`src/rtl/ser2par_frm_if.sv`:
```
// Serial-in / parallel-out frame bus: serial input side plus word, status and error outputs.
interface ser2par_frm_if #(
   parameter int unsigned DW = 8
);
   logic          din;
   logic          wr_n;
   logic [DW-1:0] dout;
   logic          dout_vld;
   logic          busy;
   logic          frame_err;
   logic          par_err;

   modport master (
      output din, wr_n,
      input  dout, dout_vld, busy, frame_err, par_err
   );

   modport slave (
      input  din, wr_n,
      output dout, dout_vld, busy, frame_err, par_err
   );
endinterface

```
`src/rtl/ser2par_frm.sv`:
```
// Framed serial-to-parallel converter; wr_n low frames DW bits (plus an even-parity bit
// when SER2PAR_PARITY_EN is defined).
module ser2par_frm #(
   parameter int unsigned DW        = 8,
   parameter bit          MSB_FIRST = 1'b1
) (
   input logic          clk,
   input logic          rst_n,
   ser2par_frm_if.slave bus
);
   localparam int unsigned CntW = $clog2(DW + 1);
   localparam logic [CntW-1:0] LastCnt = CntW'(DW - 1);

`ifdef SER2PAR_PARITY_EN
   typedef enum logic [1:0] {StIdle = 2'd0, StShift = 2'd1, StPar = 2'd2} state_e;
`else
   typedef enum logic [1:0] {StIdle = 2'd0, StShift = 2'd1} state_e;
`endif

   state_e          state_q, state_d;
   logic [CntW-1:0] cnt_q, cnt_d;
   logic [DW-1:0]   sr_q, sr_d;
   logic [DW-1:0]   dout_q, dout_d;
   logic            vld_q, vld_d;
   logic            ferr_q, ferr_d;
   logic [DW-1:0]   shifted;
`ifdef SER2PAR_PARITY_EN
   logic            perr_q, perr_d;
`endif

   always_comb begin
      if (MSB_FIRST) shifted = {sr_q[DW-2:0], bus.din};
      else           shifted = {bus.din, sr_q[DW-1:1]};
   end

   always_comb begin
      state_d = state_q;
      cnt_d   = cnt_q;
      sr_d    = sr_q;
      dout_d  = dout_q;
      vld_d   = 1'b0;
      ferr_d  = 1'b0;
`ifdef SER2PAR_PARITY_EN
      perr_d  = 1'b0;
`endif
      unique case (state_q)
         StIdle: begin
            if (!bus.wr_n) begin
               state_d = StShift;
               cnt_d   = CntW'(1);
               sr_d    = shifted;
            end
         end
         StShift: begin
            if (bus.wr_n) begin
               state_d = StIdle;
               cnt_d   = '0;
               sr_d    = '0;
               ferr_d  = 1'b1;
            end else if (cnt_q == LastCnt) begin
`ifdef SER2PAR_PARITY_EN
               state_d = StPar;
               cnt_d   = CntW'(DW);
               sr_d    = shifted;
`else
               state_d = StIdle;
               cnt_d   = '0;
               sr_d    = '0;
               dout_d  = shifted;
               vld_d   = 1'b1;
`endif
            end else begin
               cnt_d = cnt_q + CntW'(1);
               sr_d  = shifted;
            end
         end
`ifdef SER2PAR_PARITY_EN
         StPar: begin
            state_d = StIdle;
            cnt_d   = '0;
            sr_d    = '0;
            if (bus.wr_n) begin
               ferr_d = 1'b1;
            end else if (bus.din == ^sr_q) begin
               dout_d = sr_q;
               vld_d  = 1'b1;
            end else begin
               perr_d = 1'b1;
            end
         end
`endif
         default: begin
            state_d = StIdle;
            cnt_d   = '0;
            sr_d    = '0;
         end
      endcase
   end

   always_ff @(posedge clk or negedge rst_n) begin
      if (!rst_n) begin
         state_q <= StIdle;
         cnt_q   <= '0;
         sr_q    <= '0;
         dout_q  <= '0;
         vld_q   <= 1'b0;
         ferr_q  <= 1'b0;
`ifdef SER2PAR_PARITY_EN
         perr_q  <= 1'b0;
`endif
      end else begin
         state_q <= state_d;
         cnt_q   <= cnt_d;
         sr_q    <= sr_d;
         dout_q  <= dout_d;
         vld_q   <= vld_d;
         ferr_q  <= ferr_d;
`ifdef SER2PAR_PARITY_EN
         perr_q  <= perr_d;
`endif
      end
   end

   assign bus.dout      = dout_q;
   assign bus.dout_vld  = vld_q;
   assign bus.frame_err = ferr_q;

   // A frame that just finished with wr_n still low is the start of a back-to-back frame.
`ifdef SER2PAR_PARITY_EN
   assign bus.par_err = perr_q;
   assign bus.busy    = (state_q != StIdle) || (!bus.wr_n && (vld_q || perr_q));
`else
   assign bus.par_err = 1'b0;
   assign bus.busy    = (state_q != StIdle) || (!bus.wr_n && vld_q);
`endif
endmodule

```
`src/flat_wrapper.sv`:
```
// flat-port wrapper written by rule: the top's interface ports become plain ports
module ser2par_frm_flat 
#(
   parameter int unsigned DW        = 8,
   parameter bit          MSB_FIRST = 1'b1
)
  (clk, rst_n, bus_din, bus_wr_n, bus_dout, bus_dout_vld, bus_busy, bus_frame_err, bus_par_err);
  ser2par_frm_if #(.DW(DW)) bus_i ();
  input logic clk;
  input logic rst_n;
  input wire logic [$bits(bus_i.din)-1:0] bus_din;
  input wire logic [$bits(bus_i.wr_n)-1:0] bus_wr_n;
  output wire logic [$bits(bus_i.dout)-1:0] bus_dout;
  output wire logic [$bits(bus_i.dout_vld)-1:0] bus_dout_vld;
  output wire logic [$bits(bus_i.busy)-1:0] bus_busy;
  output wire logic [$bits(bus_i.frame_err)-1:0] bus_frame_err;
  output wire logic [$bits(bus_i.par_err)-1:0] bus_par_err;
  assign bus_i.din = bus_din;
  assign bus_i.wr_n = bus_wr_n;
  assign bus_dout = bus_i.dout;
  assign bus_dout_vld = bus_i.dout_vld;
  assign bus_busy = bus_i.busy;
  assign bus_frame_err = bus_i.frame_err;
  assign bus_par_err = bus_i.par_err;
  ser2par_frm #(.DW(DW), .MSB_FIRST(MSB_FIRST)) u_core (.clk(clk), .rst_n(rst_n), .bus(bus_i));
endmodule
```
`config.mk`:
```
export PLATFORM = sky130hd
export DESIGN_NAME = ser2par_frm_flat
export DESIGN_NICKNAME = d
export VERILOG_FILES = /design/src/rtl/ser2par_frm_if.sv /design/src/rtl/ser2par_frm.sv /design/src/flat_wrapper.sv
export SDC_FILE = /design/constraint.sdc
export NUM_CORES = 1
export LEC_CHECK = 0
export ABC_CLOCK_PERIOD_IN_PS = 3830
export CAP_MARGIN = 0
export CORE_MARGIN = 2
export CORE_UTILIZATION = 50
export CTS_BUF_LIST = sky130_fd_sc_hd__clkbuf_2 sky130_fd_sc_hd__clkbuf_4 sky130_fd_sc_hd__clkbuf_8
export CTS_CLUSTER_DIAMETER = 200
export DETAILED_ROUTE_END_ITERATION = 8
export PLACE_DENSITY = 0.79
export SLEW_MARGIN = 10
export SYNTH_ARGS = -nofsm -noshare
export SYNTH_HDL_FRONTEND = slang
export SYNTH_SLANG_ARGS = --single-unit
```
`constraint.sdc`:
```
create_clock -name clk -period 3.83 [get_ports clk]
set_input_delay 0.766 -clock clk [delete_from_list [all_inputs] [get_ports clk]]
set_output_delay 0.766 -clock clk [all_outputs]
set_load 0.1 [all_outputs]
```
[Word-level counts from Yosys, hierarchy flattened]
Index checks and enable logic that the tools add are counted.
Word-level totals
  logic and storage cells: 36
  input port bits: 4
  flip-flop bits (word level): 23
  output and inout bits: 12
Cells by class
  equal/unequal tests: 4
  $add $sub $neg: 1
  mux-type cells: 17
  bitwise operators: 1
  reduce and logical (&&, ||, !) cells: 7
Operators with widths (count)
  7-bit two-way mux: 3
  7-bit case mux with 2 select lines: 1
  4-bit two-way mux: 3
  4-bit case mux with 2 select lines: 1
  2-bit two-way mux: 3
  1-bit two-way mux: 5
  4-bit by 1-bit adder with 4-bit output, second input constant: 1
  4-bit by 3-bit equality test with 1-bit output, second input constant: 1
  2-bit case mux with 2 select lines: 1
  3-bit by 2-bit inequality test with 1-bit output, second input constant: 1
  3-bit AND reduction: 1
  2-bit by 1-bit equality test with 1-bit output, second input constant: 1
  2-bit logical NOT: 1
  2-bit inequality test, second input constant: 1
  2-bit AND reduction: 1
  2-bit nonzero test: 1
  1-bit logical AND: 1
  1-bit logical NOT: 1
  1-bit logical OR: 1
  1-bit inverter: 1

[Longest topological paths before layout]
Gate-level depths: netlist of the first run.
  word-level depth: 4
  gate-level depth with buffers: 5

[Worst setup path before layout of the first run]
No wires, ideal clock.
  path kind: register -> output
  from: reg u_core.vld_q, in the netlist u_core.bus.dout_vld
  to: out bus_busy
  cell stages (with the launch flop): 2
  data required time: 3.064 ns
  setup slack: 1.585 ns
  arrival time: 1.479 ns
  cells stage by stage: dfrtp_1 -> a21o_2
On the way
  word-level cells in the longest chain between the ends: 2
RTL lines
  start, declared: line ser2par_frm.sv:24  | logic vld_q, vld_d;
  start signal, assigned: line ser2par_frm.sv:116  | vld_q <= vld_d;
  1-bit logical AND: line ser2par_frm.sv:134  | assign bus.busy = (state_q != StIdle) || (!bus.wr_n && vld_q);
  1-bit logical OR: line ser2par_frm.sv:134
  end, declared: line flat_wrapper.sv:15  | output wire logic [$bits(bus_i.busy)-1:0] bus_busy;
No other way between the ends.

[Final worst setup path of the first run]
  from: in bus_wr_n
  to: out bus_busy
On the way
  word-level cells in the longest chain between the ends: 3
RTL lines
  start, declared: line flat_wrapper.sv:12  | input wire logic [$bits(bus_i.wr_n)-1:0] bus_wr_n;
  1-bit logical NOT: line ser2par_frm.sv:134
  1-bit logical AND: line ser2par_frm.sv:134
  1-bit logical OR: line ser2par_frm.sv:134
No other way between the ends.

==> run summary, run 1 <==
outcome -> completed
Post-Place Cell Area -> 1040 um2
setup_tns -> 0 ns
Req. time, crit path -> 3.06 ns
Critical Path AT -> 1.89 ns
met3 GRT Util -> 0.0235
YS warnings -> 0
initial core utilization -> 0.522
Detailed Routing Iterations Pass 1 -> 4
Mean Syn Cell Area -> 14.4 um2
gr ovfl total -> 0
P&R area growth vs syn -> 22.2%
CTS max path bufs -> 2
Hold WS -> 0.518 ns
# port buffers -> 14
clk slew on worst S/H paths -> 0.12 ns
io pins -> 16
nets -> 83
CTS sink cnt -> 22
crit end category -> output port
filler cell count -> 134
Leak -> 0.000501 uW
Die ar. -> 2140 um2
Die Y -> 46.2 um
Routed WL per cell -> 14.5 um
Cell variety after synth -> 24
final hold violations -> 0
critical path peak fanout -> 6
CTS resizes -> 0
crit path cell chain -> clkdlybuf4s50_1, inv_1, a21o_2, buf_4
final WL -> 1480 um
Synth Instances -> 62
maximum vdd drop -> 0.249 mV
layout cells sized above 1 -> 0.260
DR vias/cell -> 5.28
Diodes inserted -> 0
CTS tree -> done
GP Congestion -> 0.856
Inst Count DP -> 98
count of max-cap constraint violations -> 0
power density over the cells -> 448 nW/um2
global-route wire length before repair -> 2300 um
Setup Buffers After CTS -> 0
number of global-route vias before repair -> 508
Critical Path Source Type -> primary input
Syn Std Cell Area -> 891 um2
Root Buffer -> clkbuf_4
achievable frequency -> 0.376 GHz
final setup vio count -> 0
Seq/Total Area, Yosys -> 0.618
M1 GR Usage -> 0.223
Syn Nets -> 67
Worst Tran Pin Value -> 0.970 ns
Core Footprint -> 1710 um2
kind of critical path -> primary input to output port
min cycle time layout -> 2.66 ns
Top Usage Layer GRT -> met2
Remaining DRCs -> 0
Rows -> 15
Critical-path top delay cell -> clkdlybuf4s50_1
DR iter-0 viols -> 3
fin. max-slew vios -> 0
gr usage total -> 0.158
skew final -> 0.00370 ns
Hold WC Path Type -> flop to flop
Post-CTS Hold Buffers -> 0
largest net degree at the start of global routing -> 23
Non-Filler Instances -> 102
RSZ-0062 raised after global routing -> no
post-synthesis register bit count -> 22
ANT nets after route -> 0
Final Instance Area -> 1090 um2
TritonCTS buffer count -> 3
met2 Usage GRT -> 0.233
initial antenna violation count -> 0
delay of the slowest critical-path stage -> 0.61 ns
clock latency on the worst-skew pair -> 0.30 ns
# H-tree levels -> 1
Vias -> 539
most frequent cells in the layout -> dfrtp_1, clkdlybuf4s50_1, mux2_2
max-slew headroom at the worst pin -> 0.351
die width -> 46.2 um
commonest non-fill, non-tap cell in the layout -> dfrtp_1
period utilization -> 0.694
==> cell usage after synthesis, drive strengths merged <==
cell type  instances  area [um2]
and2               1        7.51
dfrtp             22         551
o21bai             1        7.51
and2b              1        8.76
inv                2        7.51
a21o               1        8.76
nor3b              2        20.0
conb               1        3.75
nand2              2        7.51
nand3b             1        7.51
o21ai              3        15.0
buf                3        23.8
a2bb2oi            1        8.76
ha                 1        12.5
a41oi              1        16.3
nor2b              1        13.8
a22o               8        71.3
nand3              1        5.00
mux2               8        90.1
a21oi              1        5.00
==> through the flow <==
stage	setup WS, ns	utilization	power (uW)
2_1_floorplan	1.59	-	300
3_3_place_gp	1.18	0.607	317
3_5_place_dp	1.14	0.607	319
4_1_cts	1.17	0.637	492
5_1_grt	1.14	0.637	507
6_report	1.17	0.637	488
==> report_power, final <==
part           total (uW)  internal [uW]  switching (uW)
sequential            252            243            9.27
combinational        62.1           20.4            41.7
clock                 174            106            68.3
total                 488            369             119
==> path summary, 6_finish.rpt <==
kind / start / end / slack, ns / cells past startpoint
worst max-delay path: bus_wr_n / bus_busy / 1.17 / 4
worst max register to register: u_core.cnt_q[0]$_DFFE_PN0P_ / u_core.bus.dout[5]$_DFFE_PN0P_ / 1.85 / 4
max in group asynchronous: rst_n / u_core.bus.dout[4]$_DFFE_PN0P_ / 2.28 / 1
worst min register to register: u_core.bus.dout[7]$_DFFE_PN0P_ / u_core.bus.dout[7]$_DFFE_PN0P_ / 0.52 / 1
worst min-delay path: u_core.bus.dout[7]$_DFFE_PN0P_ / u_core.bus.dout[7]$_DFFE_PN0P_ / 0.52 / 1
min in group asynchronous: rst_n / u_core.cnt_q[0]$_DFFE_PN0P_ / 0.97 / 1
==> cell families after synthesis <==
group	share of synthesized area
AO/OA/AOI/OAI	0.149
adder cells (fa/ha/maj)	0.0140
buffers and inverters	0.0351
flip-flops	0.618
multiplexers	0.101
other	0.00421
AND/OR/NAND/NOR	0.0787
==> routing by layer <==
layer  up-vias  routed length, um
met5         -                  0
met4         0                 14
met3         2                 48
met2        13                682
met1       274                734
li1        250                  -
==> flip-flops by register name, indices dropped and copies added, names as in the netlist <==
register and flops:
u_core.cnt_q 4, u_core.state_q 1, u_core.bus.dout_vld 1, u_core.sr_q 7
u_core.bus.frame_err 1, u_core.bus.dout 8
==> worst max-delay path: cells and delay by family <==
kind	cells	cell delay [ns]
AOI/OAI and AO/OA	1	0.19
buffers and inverters	3	0.93
==> final cells by class <==
class                      instances  area [um2]  area share
clock buffer                       3        22.5      0.0207
clock inverter                     1        30.0      0.0276
inverter                           2        7.51     0.00690
multi-input combinational         35         309       0.284
sequential                        22         551       0.506
tap                               25        31.3      0.0287
timing repair buffer              14         138       0.126
(Power assumes the default switching activity.)
==> run 2: changes to the inputs <==
ABC_CLOCK_PERIOD_IN_PS = 2800   (was 3830)
clock period = 2.8 ns   (was 3.83 ns; I/O delays follow)
==> run summary, run 2 (synthesis results as in run 1) <==
final WL -> 1450 um
gr ovfl total -> 0
gr usage total -> 0.163
Core Footprint -> 1710 um2
P&R area growth vs syn -> 21.5%
setup_tns -> 0 ns
filler cell count -> 133
RR Endpoint -> u_core.bus.dout[4]$_DFFE_PN0P_
initial core utilization -> 0.522
Inst Count DP -> 101
number of global-route vias before repair -> 547
fin. max-slew vios -> 0
TritonCTS buffer count -> 3
Root Buffer -> clkbuf_4
CTS sink cnt -> 22
# H-tree levels -> 1
Critical Path AT -> 1.66 ns
Setup Buffers After CTS -> 0
kind of critical path -> primary input to output port
reg2reg start -> u_core.cnt_q[0]$_DFFE_PN0P_
CTS resizes -> 0
Req. time, crit path -> 2.24 ns
clock latency on the worst-skew pair -> 0.30 ns
achievable frequency -> 0.450 GHz
reg2reg setup slack -> 1.18 ns
Critical-path top delay cell -> clkdlybuf4s50_1
Post-CTS Hold Buffers -> 0
final setup vio count -> 0
io pins -> 16
CP top delay family -> buffers and inverters
clk slew on worst S/H paths -> 0.11 ns
Clk pwr share -> 0.283
internal power -> 441 uW
final hold violations -> 0
Die ar. -> 2140 um2
FF/Latch Area -> 551 um2
die width -> 46.2 um
nets -> 86
WHS Path Cells -> 1
commonest non-fill, non-tap cell in the layout -> dfrtp_1
Remaining DRCs -> 0
largest net degree at the start of global routing -> 23
Die Y -> 46.2 um
dpl hpwl -> 1020 um
max reg flops -> 8
CTS max path bufs -> 2
buffers and inverters on the worst path -> 3
combinational share of power -> 0.146
Vias -> 555
critical path peak fanout -> 6
delay of the slowest critical-path stage -> 0.61 ns
sw frac -> 0.268
layout cells sized above 1 -> 0.413
min cycle time layout -> 2.22 ns
endpoint with the worst hold slack -> u_core.sr_q[6]$_DFFE_PN0P_
skew final -> 0.00384 ns
Rows -> 15
crit end category -> output port
GP Congestion -> 0.849
ANT nets after route -> 0
# port buffers -> 14
Hold Crit Start -> u_core.sr_q[6]$_DFFE_PN0P_
Non-Filler Instances -> 105
outcome -> completed
Leak -> 0.000534 uW
power density over the cells -> 556 nW/um2
Detailed Routing Iterations Pass 1 -> 4
most frequent cells in the layout -> dfrtp_1, buf_4, mux2_2
Critical Path Source Type -> primary input
period utilization -> 0.794
count of max-cap constraint violations -> 0
crit path cell chain -> clkdlybuf4s50_1, inv_1, a21o_2, buf_12
Diodes inserted -> 0
multi-input logic area -> 309 um2
maximum vdd drop -> 0.366 mV
initial antenna violation count -> 0
DR vias/cell -> 5.29
Reg2Reg Depth -> 5
Hold WC Path Type -> flop to flop
Reg power frac -> 0.571
Switching Power -> 161 uW
Routed WL per cell -> 13.8 um
DR iter-0 viols -> 7
CTS tree -> done
RSZ-0062 raised after global routing -> no
global-route wire length before repair -> 2440 um
==> run 2: through the flow <==
step,total power (uW),utilization,cell area (um2),hold WS [ns],setup slack (ns)
after floorplan,410,-,891,0.264,0.761
after global placement,437,0.612,1050,0.481,0.617
after detailed placement,439,0.612,1050,0.484,0.587
after CTS,614,0.634,1080,0.512,0.580
after global routing,629,0.634,1080,0.536,0.533
final,602,0.634,1080,0.506,0.577
==> run 2: worst max-delay path by stage <==
stage / slack [ns] / start / depth (start not counted) / endpoint
after floorplan: 0.76 / u_core.bus.dout_vld$_DFF_PN0_ / 1 / bus_busy
after global placement: 0.62 / bus_wr_n / 4 / bus_busy
after detailed placement: 0.59 / bus_wr_n / 4 / bus_busy
after CTS: 0.58 / bus_wr_n / 4 / bus_busy
after global routing: 0.53 / bus_wr_n / 4 / bus_busy
final: 0.58 / bus_wr_n / 4 / bus_busy
==> run 2: cell type report <==
class | instances | share of cell area
Clock buffer | 4 | 0.0335
Inverter | 2 | 0.00694
Multi-Input combinational cell | 35 | 0.286
Sequential cell | 22 | 0.509
Tap cell | 25 | 0.0289
Timing Repair Buffer | 17 | 0.136
==> run 2: power by group through the flow <==
stage	registers, uW	logic, uW	clock network (uW)
4_1_cts	344	89.1	181
5_1_grt	346	95.4	188
3_3_place_gp	350	87.7	0
2_1_floorplan	370	40.5	0
6_report	344	88.0	170
3_5_place_dp	350	88.9	0
==> run 2: metal layers <==
layer | up-vias | share of wire | GRT usage
met2 | 17 | 0.46 | 0.250
met1 | 278 | 0.48 | 0.211
met4 | 0 | 0.0055 | 0.0514
met3 | 2 | 0.056 | 0.0627
li1 | 258 | - | -
met5 | - | 0 | 0
==> run 3: changes to the inputs <==
ABC_CLOCK_PERIOD_IN_PS = 1900   (was 2800)
CORE_UTILIZATION = 47   (was 50)
PLACE_DENSITY = 0.77   (was 0.79)
clock period = 1.9 ns   (was 2.8 ns; I/O delays follow)
==> run summary, run 3 (synthesis results as in run 1) <==
outcome -> completed
Root Buffer -> clkbuf_4
Routed WL per cell -> 13.0 um
Critical Path AT -> 1.41 ns
clock latency on the worst-skew pair -> 0.30 ns
Worst Setup Slack post-DPL -> 0.0577 ns
Setup Buffers After CTS -> 0
Diodes inserted -> 0
layout cells sized above 1 -> 0.420
P&R area growth vs syn -> 24.2%
power density over the cells -> 895 nW/um2
Vias -> 560
Post-Route Utilization -> 0.634
Critical Path Source Type -> primary input
commonest non-fill, non-tap cell in the layout -> dfrtp_1
achievable frequency -> 0.559 GHz
Req. time, crit path -> 1.52 ns
number of global-route vias before repair -> 496
# H-tree levels -> 1
RSZ-0062 raised after global routing -> no
Leak -> 0.000545 uW
fin. max-slew vios -> 0
maximum vdd drop -> 0.467 mV
CTS resizes -> 0
Rows -> 15
skew final -> 0.00751 ns
DR iter-0 viols -> 8
Remaining DRCs -> 0
Core Footprint -> 1750 um2
final critical-path setup slack -> 0.110 ns
filler cell count -> 143
Die Y -> 47.5 um
kind of critical path -> primary input to output port
Hold WC Path Type -> primary input to async pin
Detailed Routing Iterations Pass 1 -> 6
gr ovfl total -> 0
TritonCTS buffer count -> 3
CTS tree -> done
Post-CTS Hold Buffers -> 0
setup_tns -> 0 ns
initial core utilization -> 0.510
period utilization -> 0.942
Die ar. -> 2260 um2
dpl hpwl -> 966 um
most frequent cells in the layout -> dfrtp_1, buf_4, mux2_2
critical path peak fanout -> 3
final hold violations -> 0
largest net degree at the start of global routing -> 23
DR vias/cell -> 5.28
min cycle time layout -> 1.79 ns
initial antenna violation count -> 0
CTS max path bufs -> 2
crit end category -> output port
gr usage total -> 0.149
global-route wire length before repair -> 2270 um
CTS sink cnt -> 22
GP Congestion -> 0.705
count of max-cap constraint violations -> 0
nets -> 87
io pins -> 16
final WL -> 1370 um
ANT nets after route -> 0
final setup vio count -> 0
die width -> 47.5 um
clk slew on worst S/H paths -> 0.12 ns
max reg flops -> 8
# port buffers -> 14
-- run 3: cell types whose count changed in the layout (fill, tap and decap cells not counted), sizes merged --
cell	delta
clkbuf	-1
buf	+1
bufinv	+1
-- run 3: stage by stage --
step | power (uW) | hold WS (ns) | cell area, um2 | cells
floorplan | 605 | 0.0844 | 891 | 62
global placement | 647 | 0.486 | 1050 | 102
detailed placement | 648 | 0.486 | 1050 | 102
CTS | 997 | 0.405 | 1110 | 106
global route | 1030 | 0.411 | 1110 | 106
finish | 990 | 0.398 | 1110 | 106
-- run 3: critical path, cell delays in order --
cell and delay (ns):
clkdlybuf4s50_1 0.56, inv_1 0.09, a21o_2 0.21, buf_12 0.16
-- run 3: final timing paths --
kind | startpoint | to | slack (ns) | cells past startpoint
worst max-delay path | bus_wr_n | bus_busy | 0.11 | 4
worst min register to register | u_core.bus.dout[7]$_DFFE_PN0P_ | u_core.bus.dout[7]$_DFFE_PN0P_ | 0.52 | 1
min in group clk | u_core.bus.dout[7]$_DFFE_PN0P_ | u_core.bus.dout[7]$_DFFE_PN0P_ | 0.52 | 1
worst min-delay path | rst_n | u_core.bus.dout_vld$_DFF_PN0_ | 0.40 | 2
worst max register to register | u_core.cnt_q[0]$_DFFE_PN0P_ | u_core.bus.dout[0]$_DFFE_PN0P_ | 0.31 | 5
max in group asynchronous | rst_n | u_core.cnt_q[1]$_DFFE_PN0P_ | 1.28 | 2
-- run 3: power breakdown --
| group | total, uW | leakage, uW | internal [uW] | switching (uW) |
|---|---|---|---|---|
| Clock | 351 | 0.0000279 | 213 | 138 |
| Combinational | 132 | 0.000221 | 46.3 | 85.3 |
| Sequential | 507 | 0.000297 | 489 | 18.3 |
-- run 3: cell type report --
cell class / count / area [um2] / area share
sequential: 22 / 551 / 0.498
multi-input combinational: 35 / 309 / 0.279
timing repair buffer: 18 / 155 / 0.140
tap: 25 / 31.3 / 0.0283
clock inverter: 1 / 30.0 / 0.0271
clock buffer: 3 / 22.5 / 0.0204
inverter: 2 / 7.51 / 0.00679
-- run 3: routing by layer --
metal	up-vias	track usage	wire, um
li1	263	-	-
met1	275	0.232	649
met2	18	0.192	610
met3	4	0.0226	76
met4	0	0.0973	37
met5	-	0	0
